$ cat src/rtl/pipe_pkg.sv
// Shared pipeline definitions: ALUOp encodings and the ID->EX control bundle.
package pipe_pkg;

    localparam int unsigned FUNCT_W    = 10;
    localparam int unsigned REG_ADDR_W = 5;

    // ALUOp values produced by the main decoder
    typedef enum logic [1:0] {
        ALUOP_LOAD_STORE = 2'b00,
        ALUOP_BRANCH     = 2'b01,
        ALUOP_RTYPE      = 2'b10,
        ALUOP_ITYPE      = 2'b11
    } aluop_e;

    // Control bundle: ALUOp plus five single-bit enables
    typedef struct packed {
        logic [1:0] alu_op;
        logic       alu_src;
        logic       mem_read;
        logic       mem_write;
        logic       reg_write;
        logic       mem_to_reg;
    } ctrl_t;

    localparam int unsigned CTRL_W   = $bits(ctrl_t);
    localparam ctrl_t       CTRL_NOP = '0;

endpackage

$ cat src/rtl/pipe_field_reg.sv
// One pipeline flop vector with async active-low reset, hold enable and sync clear.
// Ports: clk_i, rst_i (async, active-low), en_i (0 = hold), clr_i (load 0 when enabled),
//        d_i / q_o (W bits).
module pipe_field_reg #(
    parameter int unsigned W = 8
) (
    input  logic         clk_i,
    input  logic         rst_i,
    input  logic         en_i,
    input  logic         clr_i,
    input  logic [W-1:0] d_i,
    output logic [W-1:0] q_o
);

    // Hold wins over clear so a stalled stage keeps its contents
    always_ff @(posedge clk_i or negedge rst_i) begin
        if (!rst_i) begin
            q_o <= '0;
        end else if (en_i) begin
            q_o <= clr_i ? '0 : d_i;
        end
    end

endmodule

$ cat src/rtl/id_ex_pipe_reg.sv
// ID/EX pipeline register with stall, flush and load-use bubble handling plus a
// saturating bubble counter.
// Ports: clk_i, rst_i (async, active-low); stall_i/flush_i/bubble_i (priority in that order);
//        control, operand, immediate, funct and register-address inputs (*_i) registered to
//        matching *_o outputs; valid_o (EX holds a real instruction); bubble_cnt_o.
module id_ex_pipe_reg
    import pipe_pkg::*;
#(
    parameter int unsigned DATA_W = 32,
    parameter int unsigned CNT_W  = 16
) (
    input  logic                  clk_i,
    input  logic                  rst_i,
    input  logic                  stall_i,
    input  logic                  flush_i,
    input  logic                  bubble_i,
    input  logic [1:0]            ALUOp_i,
    input  logic                  ALUSrc_i,
    input  logic                  MemRead_i,
    input  logic                  MemWrite_i,
    input  logic                  RegWrite_i,
    input  logic                  MemtoReg_i,
    input  logic [DATA_W-1:0]     RS1data_i,
    input  logic [DATA_W-1:0]     RS2data_i,
    input  logic [DATA_W-1:0]     imm_i,
    input  logic [FUNCT_W-1:0]    funct_i,
    input  logic [REG_ADDR_W-1:0] RS1addr_i,
    input  logic [REG_ADDR_W-1:0] RS2addr_i,
    input  logic [REG_ADDR_W-1:0] RDaddr_i,
    output logic [1:0]            ALUOp_o,
    output logic                  ALUSrc_o,
    output logic                  MemRead_o,
    output logic                  MemWrite_o,
    output logic                  RegWrite_o,
    output logic                  MemtoReg_o,
    output logic [DATA_W-1:0]     RS1data_o,
    output logic [DATA_W-1:0]     RS2data_o,
    output logic [DATA_W-1:0]     imm_o,
    output logic [FUNCT_W-1:0]    funct_o,
    output logic [REG_ADDR_W-1:0] RS1addr_o,
    output logic [REG_ADDR_W-1:0] RS2addr_o,
    output logic [REG_ADDR_W-1:0] RDaddr_o,
    output logic                  valid_o,
    output logic [CNT_W-1:0]      bubble_cnt_o
);

    localparam int unsigned     CTRLV_W = CTRL_W + 1;
    localparam int unsigned     DATAG_W = 3 * DATA_W + FUNCT_W;
    localparam int unsigned     ADDRG_W = 3 * REG_ADDR_W;
    localparam logic [CNT_W-1:0] CNT_MAX = '1;

    ctrl_t                w_ctrl_d;
    ctrl_t                w_ctrl_q;
    logic [CTRLV_W-1:0]   w_ctrlv_q;
    logic [DATAG_W-1:0]   w_data_q;
    logic [ADDRG_W-1:0]   w_addr_q;
    logic                 w_load_en;
    logic                 w_ctrl_clr;
    logic                 w_bubble_evt;
    logic [CNT_W-1:0]     r_bubble_cnt;

    // Priority decode: stall holds everything; flush clears all groups;
    // bubble clears only control (and valid), keeping data/addr for the trace
    assign w_load_en    = ~stall_i;
    assign w_ctrl_clr   = flush_i | bubble_i;
    assign w_bubble_evt = ~stall_i & (flush_i | bubble_i);

    assign w_ctrl_d = '{alu_op:     ALUOp_i,
                        alu_src:    ALUSrc_i,
                        mem_read:   MemRead_i,
                        mem_write:  MemWrite_i,
                        reg_write:  RegWrite_i,
                        mem_to_reg: MemtoReg_i};

    // valid shares the control group so control is zero whenever valid is zero
    pipe_field_reg #(.W(CTRLV_W)) u_ctrl_reg (
        .clk_i (clk_i),
        .rst_i (rst_i),
        .en_i  (w_load_en),
        .clr_i (w_ctrl_clr),
        .d_i   ({1'b1, w_ctrl_d}),
        .q_o   (w_ctrlv_q)
    );

    pipe_field_reg #(.W(DATAG_W)) u_data_reg (
        .clk_i (clk_i),
        .rst_i (rst_i),
        .en_i  (w_load_en),
        .clr_i (flush_i),
        .d_i   ({RS1data_i, RS2data_i, imm_i, funct_i}),
        .q_o   (w_data_q)
    );

    pipe_field_reg #(.W(ADDRG_W)) u_addr_reg (
        .clk_i (clk_i),
        .rst_i (rst_i),
        .en_i  (w_load_en),
        .clr_i (flush_i),
        .d_i   ({RS1addr_i, RS2addr_i, RDaddr_i}),
        .q_o   (w_addr_q)
    );

    // Saturating count of inserted bubbles; flush+bubble together count once
    always_ff @(posedge clk_i or negedge rst_i) begin
        if (!rst_i) begin
            r_bubble_cnt <= '0;
        end else if (w_bubble_evt && (r_bubble_cnt != CNT_MAX)) begin
            r_bubble_cnt <= r_bubble_cnt + CNT_W'(1);
        end
    end

    assign w_ctrl_q = ctrl_t'(w_ctrlv_q[CTRL_W-1:0]);
    assign valid_o  = w_ctrlv_q[CTRL_W];

    assign ALUOp_o    = w_ctrl_q.alu_op;
    assign ALUSrc_o   = w_ctrl_q.alu_src;
    assign MemRead_o  = w_ctrl_q.mem_read;
    assign MemWrite_o = w_ctrl_q.mem_write;
    assign RegWrite_o = w_ctrl_q.reg_write;
    assign MemtoReg_o = w_ctrl_q.mem_to_reg;

    assign {RS1data_o, RS2data_o, imm_o, funct_o} = w_data_q;
    assign {RS1addr_o, RS2addr_o, RDaddr_o}       = w_addr_q;
    assign bubble_cnt_o                           = r_bubble_cnt;

endmodule

$ cat config.mk
export PLATFORM = sky130hd
export DESIGN_NAME = id_ex_pipe_reg
export DESIGN_NICKNAME = d
export VERILOG_FILES = /design/src/rtl/pipe_pkg.sv /design/src/rtl/pipe_field_reg.sv /design/src/rtl/id_ex_pipe_reg.sv
export SDC_FILE = /design/constraint.sdc
export NUM_CORES = 1
export LEC_CHECK = 0
export ABC_AREA = 1
export CAP_MARGIN = 10
export CORE_MARGIN = 2
export CORE_UTILIZATION = 36
export DETAILED_ROUTE_END_ITERATION = 12
export PLACE_DENSITY = 0.85
export SLEW_MARGIN = 20
export SYNTH_ARGS = -nofsm -noshare
export SYNTH_HDL_FRONTEND = slang
export SYNTH_SLANG_ARGS = --single-unit
export TNS_END_PERCENT = 50
$ cat constraint.sdc
create_clock -name clk_i -period 1.25 [get_ports clk_i]
set_input_delay 0.25 -clock clk_i [delete_from_list [all_inputs] [get_ports clk_i]]
set_output_delay 0.25 -clock clk_i [all_outputs]
set_load 0.005 [all_outputs]
# After elaboration in Yosys (flattened, before gate mapping)
# Cells that the tools add are included.
[totals]
inputBits = 133
ff_bits = 145
out_inout_bits = 145
[op_classes]
mux = 3
n_addsub = 1
reduce_logical = 1
n_bitwise = 3
n_eq_ne = 1
[ops]
columns = ["op", "n"]
rows = [
  ["$mux 106", 1],
  ["$add 16x1->16 const B", 1],
  ["$ne 16x16->1 const B", 1],
  ["$mux 15", 1],
  ["$mux 8", 1],
  ["$and 1x1->1", 1],
  ["$logic_and 1x1->1", 1],
  ["$not 1->1", 1],
  ["$or 1x1->1", 1],
]

# Logic depth before layout (Yosys ltp)
[logic_depth]
word_depth = 3
ltp_mapped = 9
mapped_depth_nobuf = 9

# Modules after synthesis
# From an unflattened synthesis, not the netlist that was laid out.
[hier_totals]
hier_cells = 705
area_unflattened_um2 = 6226.0
[modules_own_cells]
columns = ["mod", "area_each_um2", "n_inst", "seq_area_each_um2", "cells_per_inst"]
rows = [
  ["pipe_field_reg at u_data_reg", 4204.0, 1, 2652.5, 460],
  ["id_ex_pipe_reg", 1052.3, 1, 400.4, 144],
  ["pipe_field_reg at u_addr_reg", 650.6, 1, 375.4, 66],
  ["pipe_field_reg at u_ctrl_reg", 319.1, 1, 200.2, 35],
]

# Worst setup path after synthesis
# Ideal clock, no wire load.
[synth_path]
path_kind = "reg2reg"
from = "register r_bubble_cnt[0] (netlist: bubble_cnt_o[0])"
to = "register r_bubble_cnt[13] (netlist: bubble_cnt_o[13])"
path_slack_ps = -112
stages_incl_launch_ff = 10
setup_ps = 117
synth_period_minus_slack_ps = 1362
required_ps = 1133
arrival_ps = 1245
n_path_buf = 1
cell_sequence = "dfrtp_1 > ha_1 > nand2_1 > nor2_1 > nand2_1 > nor2_2 > nor2_4 > buf_6 > nand2_1 > nand2_1"
[synth_via]
elab_chain_cells = 2
[synth_rtl]
columns = ["item", "line_no", "text"]
rows = [
  ["start, declared", "id_ex_pipe_reg.sv:60", "logic [CNT_W-1:0] r_bubble_cnt;"],
  ["start signal, assigned", "id_ex_pipe_reg.sv:108", "r_bubble_cnt <= r_bubble_cnt + CNT_W'(1);"],
  ["parallel branches: the longest is 2 deep, another holds $add 16x1->16", "n/a", ""],
]
# Several ways; the timed one is not identified.
# A chain may end at the register's enable or synchronous reset.

# Worst setup path in the final report
[layout_path]
from = "register r_bubble_cnt[8] (netlist: bubble_cnt_o[8])"
to = "output bubble_cnt_o[8]"
[layout_lines]
columns = ["item", "line_no", "text"]
rows = [
  ["end, declared", "id_ex_pipe_reg.sv:44", "output logic [CNT_W-1:0] bubble_cnt_o"],
]
# No word-level cell between the ends.

==> flow_results.xml <==
<?xml version="1.0" encoding="UTF-8"?>
<metrics>
  <group name="finish">
    <metric name="final_net_count" unit="">937</metric>
    <metric name="layout.core_utilization" unit="%">61.8</metric>
    <metric name="area_overhead_of_the_layout_relative_to_synthesis" unit="%">69.0</metric>
    <metric name="layout_cells_sized_above_1" unit="%">37.0</metric>
    <metric name="antenna_cells" unit="">0</metric>
  </group>
  <group name="sta">
    <metric name="holdWs" unit="ps">174</metric>
    <metric name="timing.final.max_slew_violations" unit="">0</metric>
    <metric name="tightest_slew" unit="ps">340</metric>
    <metric name="timing.final.crit_share" unit="%">112</metric>
    <metric name="max_clock_freq" unit="GHz">0.712</metric>
    <metric name="grt_setup_unrepaired" unit="">yes</metric>
    <metric name="finalCriticalPeriod" unit="ps">1400</metric>
    <metric name="max_slew_headroom" unit="%">77.4</metric>
    <metric name="tns" unit="ps">-2390</metric>
    <metric name="setup_viol" unit="">22</metric>
    <metric name="hold_viol" unit="">0</metric>
    <metric name="worst_clock_skew" unit="ps">12.0</metric>
    <metric name="worst_slack" unit="ps">-154</metric>
  </group>
  <group name="worst_setup_path">
    <metric name="timing.critical_path.arrival" unit="ps">1150</metric>
    <metric name="crit_top_cell" unit="">buf_6</metric>
    <metric name="timing.critical_path.buf_inv" unit="">3</metric>
    <metric name="worst-endpoint-required" unit="ps">1000</metric>
    <metric name="path_class" unit="">register to output port</metric>
    <metric name="setup.worst_path.start" unit="">bubble_cnt_o[8]</metric>
    <metric name="crit_path_end_kind" unit="">output port</metric>
    <metric name="cpPeakStageDelay" unit="ps">400</metric>
    <metric name="timing.critical_path.cells" unit="">buf_4, buf_6, buf_6</metric>
    <metric name="worst_r2r_startpoint" unit="">bubble_cnt_o[11]</metric>
    <metric name="cp_max_fanout" unit="">2</metric>
    <metric name="crit_path_start_kind" unit="">register</metric>
    <metric name="worst_path_dominant_cell_family" unit="">flip-flops</metric>
    <metric name="cp_slowest_cell" unit="">dfrtp_1</metric>
  </group>
  <group name="logic_synthesis">
    <metric name="synth_area_leader_cell" unit="">dfrtp_1</metric>
    <metric name="synthAdderAreaFrac" unit="%">0.228</metric>
    <metric name="synth_compound_gate_area_share" unit="%">20.2</metric>
    <metric name="syn_inst" unit="">445</metric>
    <metric name="xor_xnor_share_of_the_synthesized_area" unit="%">0.956</metric>
    <metric name="synth.top_cells.by_area" unit="">dfrtp_1 (66%), a22o_1 (19%), nand2_1 (5.4%)</metric>
    <metric name="synthesis.yosys.warnings" unit="">0</metric>
    <metric name="synth_seq_cells" unit="">145</metric>
    <metric name="synth-seq-area-share" unit="%">66.0</metric>
    <metric name="netlist.area_leader.share" unit="%">66.0</metric>
    <metric name="syn_avg_cell_area" unit="sq um">12.3</metric>
    <metric name="synth.net_count" unit="">579</metric>
    <metric name="netlist_cell_types" unit="">20</metric>
    <metric name="synth_mux_area_share" unit="%">0</metric>
    <metric name="dominant_combinational_cell_family_by_area_after_synthesis" unit="">compound AO/OA/AOI/OAI gates</metric>
    <metric name="synth.cell_area" unit="sq um">5500</metric>
    <metric name="synthSimpleGateAreaFrac" unit="%">9.04</metric>
  </group>
  <group name="power">
    <metric name="power.leakage" unit="nW">4.73</metric>
    <metric name="pwr_density_cell" unit="nW/um^2">1440</metric>
    <metric name="worst_ir_drop_vdd" unit="mV">0.888</metric>
    <metric name="total_power" unit="mW">13.4</metric>
  </group>
  <group name="placed_design">
    <metric name="gp_congestion" unit="">0.810</metric>
    <metric name="hpwl" unit="um">11900</metric>
    <metric name="portBuffers" unit="">277</metric>
  </group>
  <group name="floorplan">
    <metric name="io-pin-count" unit="">278</metric>
    <metric name="core_area" unit="sq um">15000</metric>
    <metric name="die_width" unit="um">128</metric>
    <metric name="rows" unit="">45</metric>
    <metric name="dieHeight" unit="um">128</metric>
    <metric name="start_util" unit="%">36.6</metric>
    <metric name="design.die.area" unit="sq um">16300</metric>
  </group>
  <group name="cts">
    <metric name="clk_latency" unit="ps">410</metric>
    <metric name="root_buffer" unit="">clkbuf_16</metric>
    <metric name="cts_sinks" unit="">145</metric>
    <metric name="numCtsBuffers" unit="">17</metric>
    <metric name="cts_buffer_depth" unit="">2</metric>
    <metric name="clock_tree_from_tritoncts" unit="">built</metric>
    <metric name="cts-htree-levels" unit="">4</metric>
    <metric name="cts.clk_slew.worst_paths" unit="ps">60</metric>
  </group>
  <group name="route">
    <metric name="wirelength" unit="um">17300</metric>
    <metric name="via_count" unit="">4985</metric>
    <metric name="drt-pass1-iter-count" unit="">4</metric>
    <metric name="drc_errors" unit="">0</metric>
    <metric name="drt-wirelength-per-cell" unit="um">17.2</metric>
    <metric name="drt_via_density" unit="">4.97</metric>
    <metric name="drt_iter0_drc" unit="">233</metric>
    <metric name="post_route_antenna_net_violation_count" unit="">0</metric>
  </group>
  <group name="global_routing">
    <metric name="global_route.usage.total" unit="%">21.0</metric>
    <metric name="antenna_found_initial" unit="">0</metric>
    <metric name="grt_pass1_vias" unit="">5158</metric>
    <metric name="overflow" unit="">0</metric>
    <metric name="grt_max_degree" unit="">76</metric>
    <metric name="first_pass_grt_wire_length" unit="um">26500</metric>
  </group>
  <group name="outcome">
    <metric name="failed_checks" unit="">negative setup slack</metric>
    <metric name="outcome" unit="">complete, but fails checks</metric>
  </group>
  <group name="min_path">
    <metric name="min_path_type" unit="">input port to register</metric>
    <metric name="worst_hold_startpoint" unit="">stall_i</metric>
  </group>
  <group name="flow_run">
    <metric name="max_cap_viols" unit="">0</metric>
  </group>
</metrics>
-- worst register-to-register path: stages (launching register included) --
cell and delay (ps):
dfrtp_1 390, buf_4 150, nand2_1 110, nor2_4 50, nand2_2 90, nor2_4 50
nor2_4 180, clkbuf_16 210, o21ai_2 70
-- cell usage after synthesis, drive strengths merged --
master,number
nand3,13
a22o,121
o21ai,9
nand2,80
ha,1
xnor2,2
xor2,4
inv,15
buf,23
clkbuf,5
dfrtp,145
nor2,24
nand4,3
-- cell usage in the layout, fill, tap and decap left out, types with 2 or more instances in the layout --
cell type | Yosys | layout
dfrtp_1 | 145 | 144
clkdlybuf4s50_1 | 0 | 130
a22o_1 | 121 | 121
buf_2 | 22 | 90
buf_4 | 0 | 72
nand2_1 | 79 | 67
clkbuf_2 | 0 | 50
clkbuf_16 | 0 | 18
nand3_1 | 13 | 13
nand2_2 | 1 | 12
inv_1 | 13 | 12
buf_6 | 1 | 12
nor2_1 | 18 | 11
buf_12 | 0 | 11
nor2_2 | 5 | 8
nor2_4 | 1 | 5
bufinv_16 | 0 | 5
xor2_1 | 4 | 4
inv_6 | 0 | 4
nand4_1 | 3 | 3
o21ai_0 | 7 | 3
o21ai_1 | 1 | 3
o21ai_2 | 1 | 3
clkinv_4 | 0 | 3
inv_2 | 2 | 2
xnor2_1 | 2 | 2
clkinvlp_4 | 0 | 2
-- path summary, 6_finish.rpt --
path / slack (ps) / endpoint / cells past startpoint
max: -150 / bubble_cnt_o[8] / 3
min: 170 / u_ctrl_reg.q_o[7] / 3
max reg2reg: -150 / bubble_cnt_o[2] / 8
min reg2reg: 480 / u_ctrl_reg.q_o[5] / 2
max in group asynchronous: 480 / u_data_reg.q_o[45] / 3
min in group asynchronous: 290 / u_data_reg.q_o[53] / 2
-- metrics by stage --
stage | setup slack [ps] | cell area (sq um) | std cells
after floorplan | -85.8 | 5500 | 445
after CTS | -132 | 9380 | 997
after global routing | -199 | 9290 | 1004
after detailed placement | -421 | 8880 | 931
final | -154 | 9290 | 1004
after global placement | -333 | 8880 | 931
-- routing by layer --
layer	vias up	GRT usage [%]	routed length, um
li1	2307	-	-
met1	2423	24.7	6730
met2	214	35.4	8910
met3	41	7.91	1240
met4	0	7.18	420
met5	-	0	0
-- power breakdown --
group	internal [mW]	total, mW	switching [mW]
clock network	3.63	5.67	2.04
logic	1.36	2.35	0.983
registers	5.10	5.35	0.250
-- layout make-up --
type | count | area, sq um
Fill cell | 1212 | 5750
Sequential cell | 145 | 3630
Timing Repair Buffer | 367 | 2930
Multi-Input combinational cell | 257 | 1760
Clock buffer | 18 | 439
Tap cell | 188 | 235
Clock inverter | 14 | 226
Inverter | 15 | 58.8
-- registers in the layout, summed over array words and instances (netlist names) --
name / flops
u_data_reg.q_o: 106
u_ctrl_reg.q_o: 8
u_addr_reg.q_o: 15
bubble_cnt_o: 16
-- cells by family (layout without fill, tap and decap cells) --
group | Yosys count | after routing
adders and majority gates | 1 | 1
DFF | 145 | 145
buffers and inverters | 43 | 414
AOI/OAI and AO/OA | 130 | 130
and+or+nand+nor | 120 | 120
xor gates and xnor gates | 6 | 6
-- repair_timing --
| item | CTS | global route |
|---|---|---|
| hold buffers | 1 | 0 |
| cloned | 0 | 1 |
| pin swaps | 1 | 8 |
| setup buffers | 33 | 7 |
| resized for setup | 495 | 79 |
| endpoints found under the hold margin | 24 | 0 |
| setup endpoints to repair | 161 | 74 |
Power figures use the tool's default switching activity.
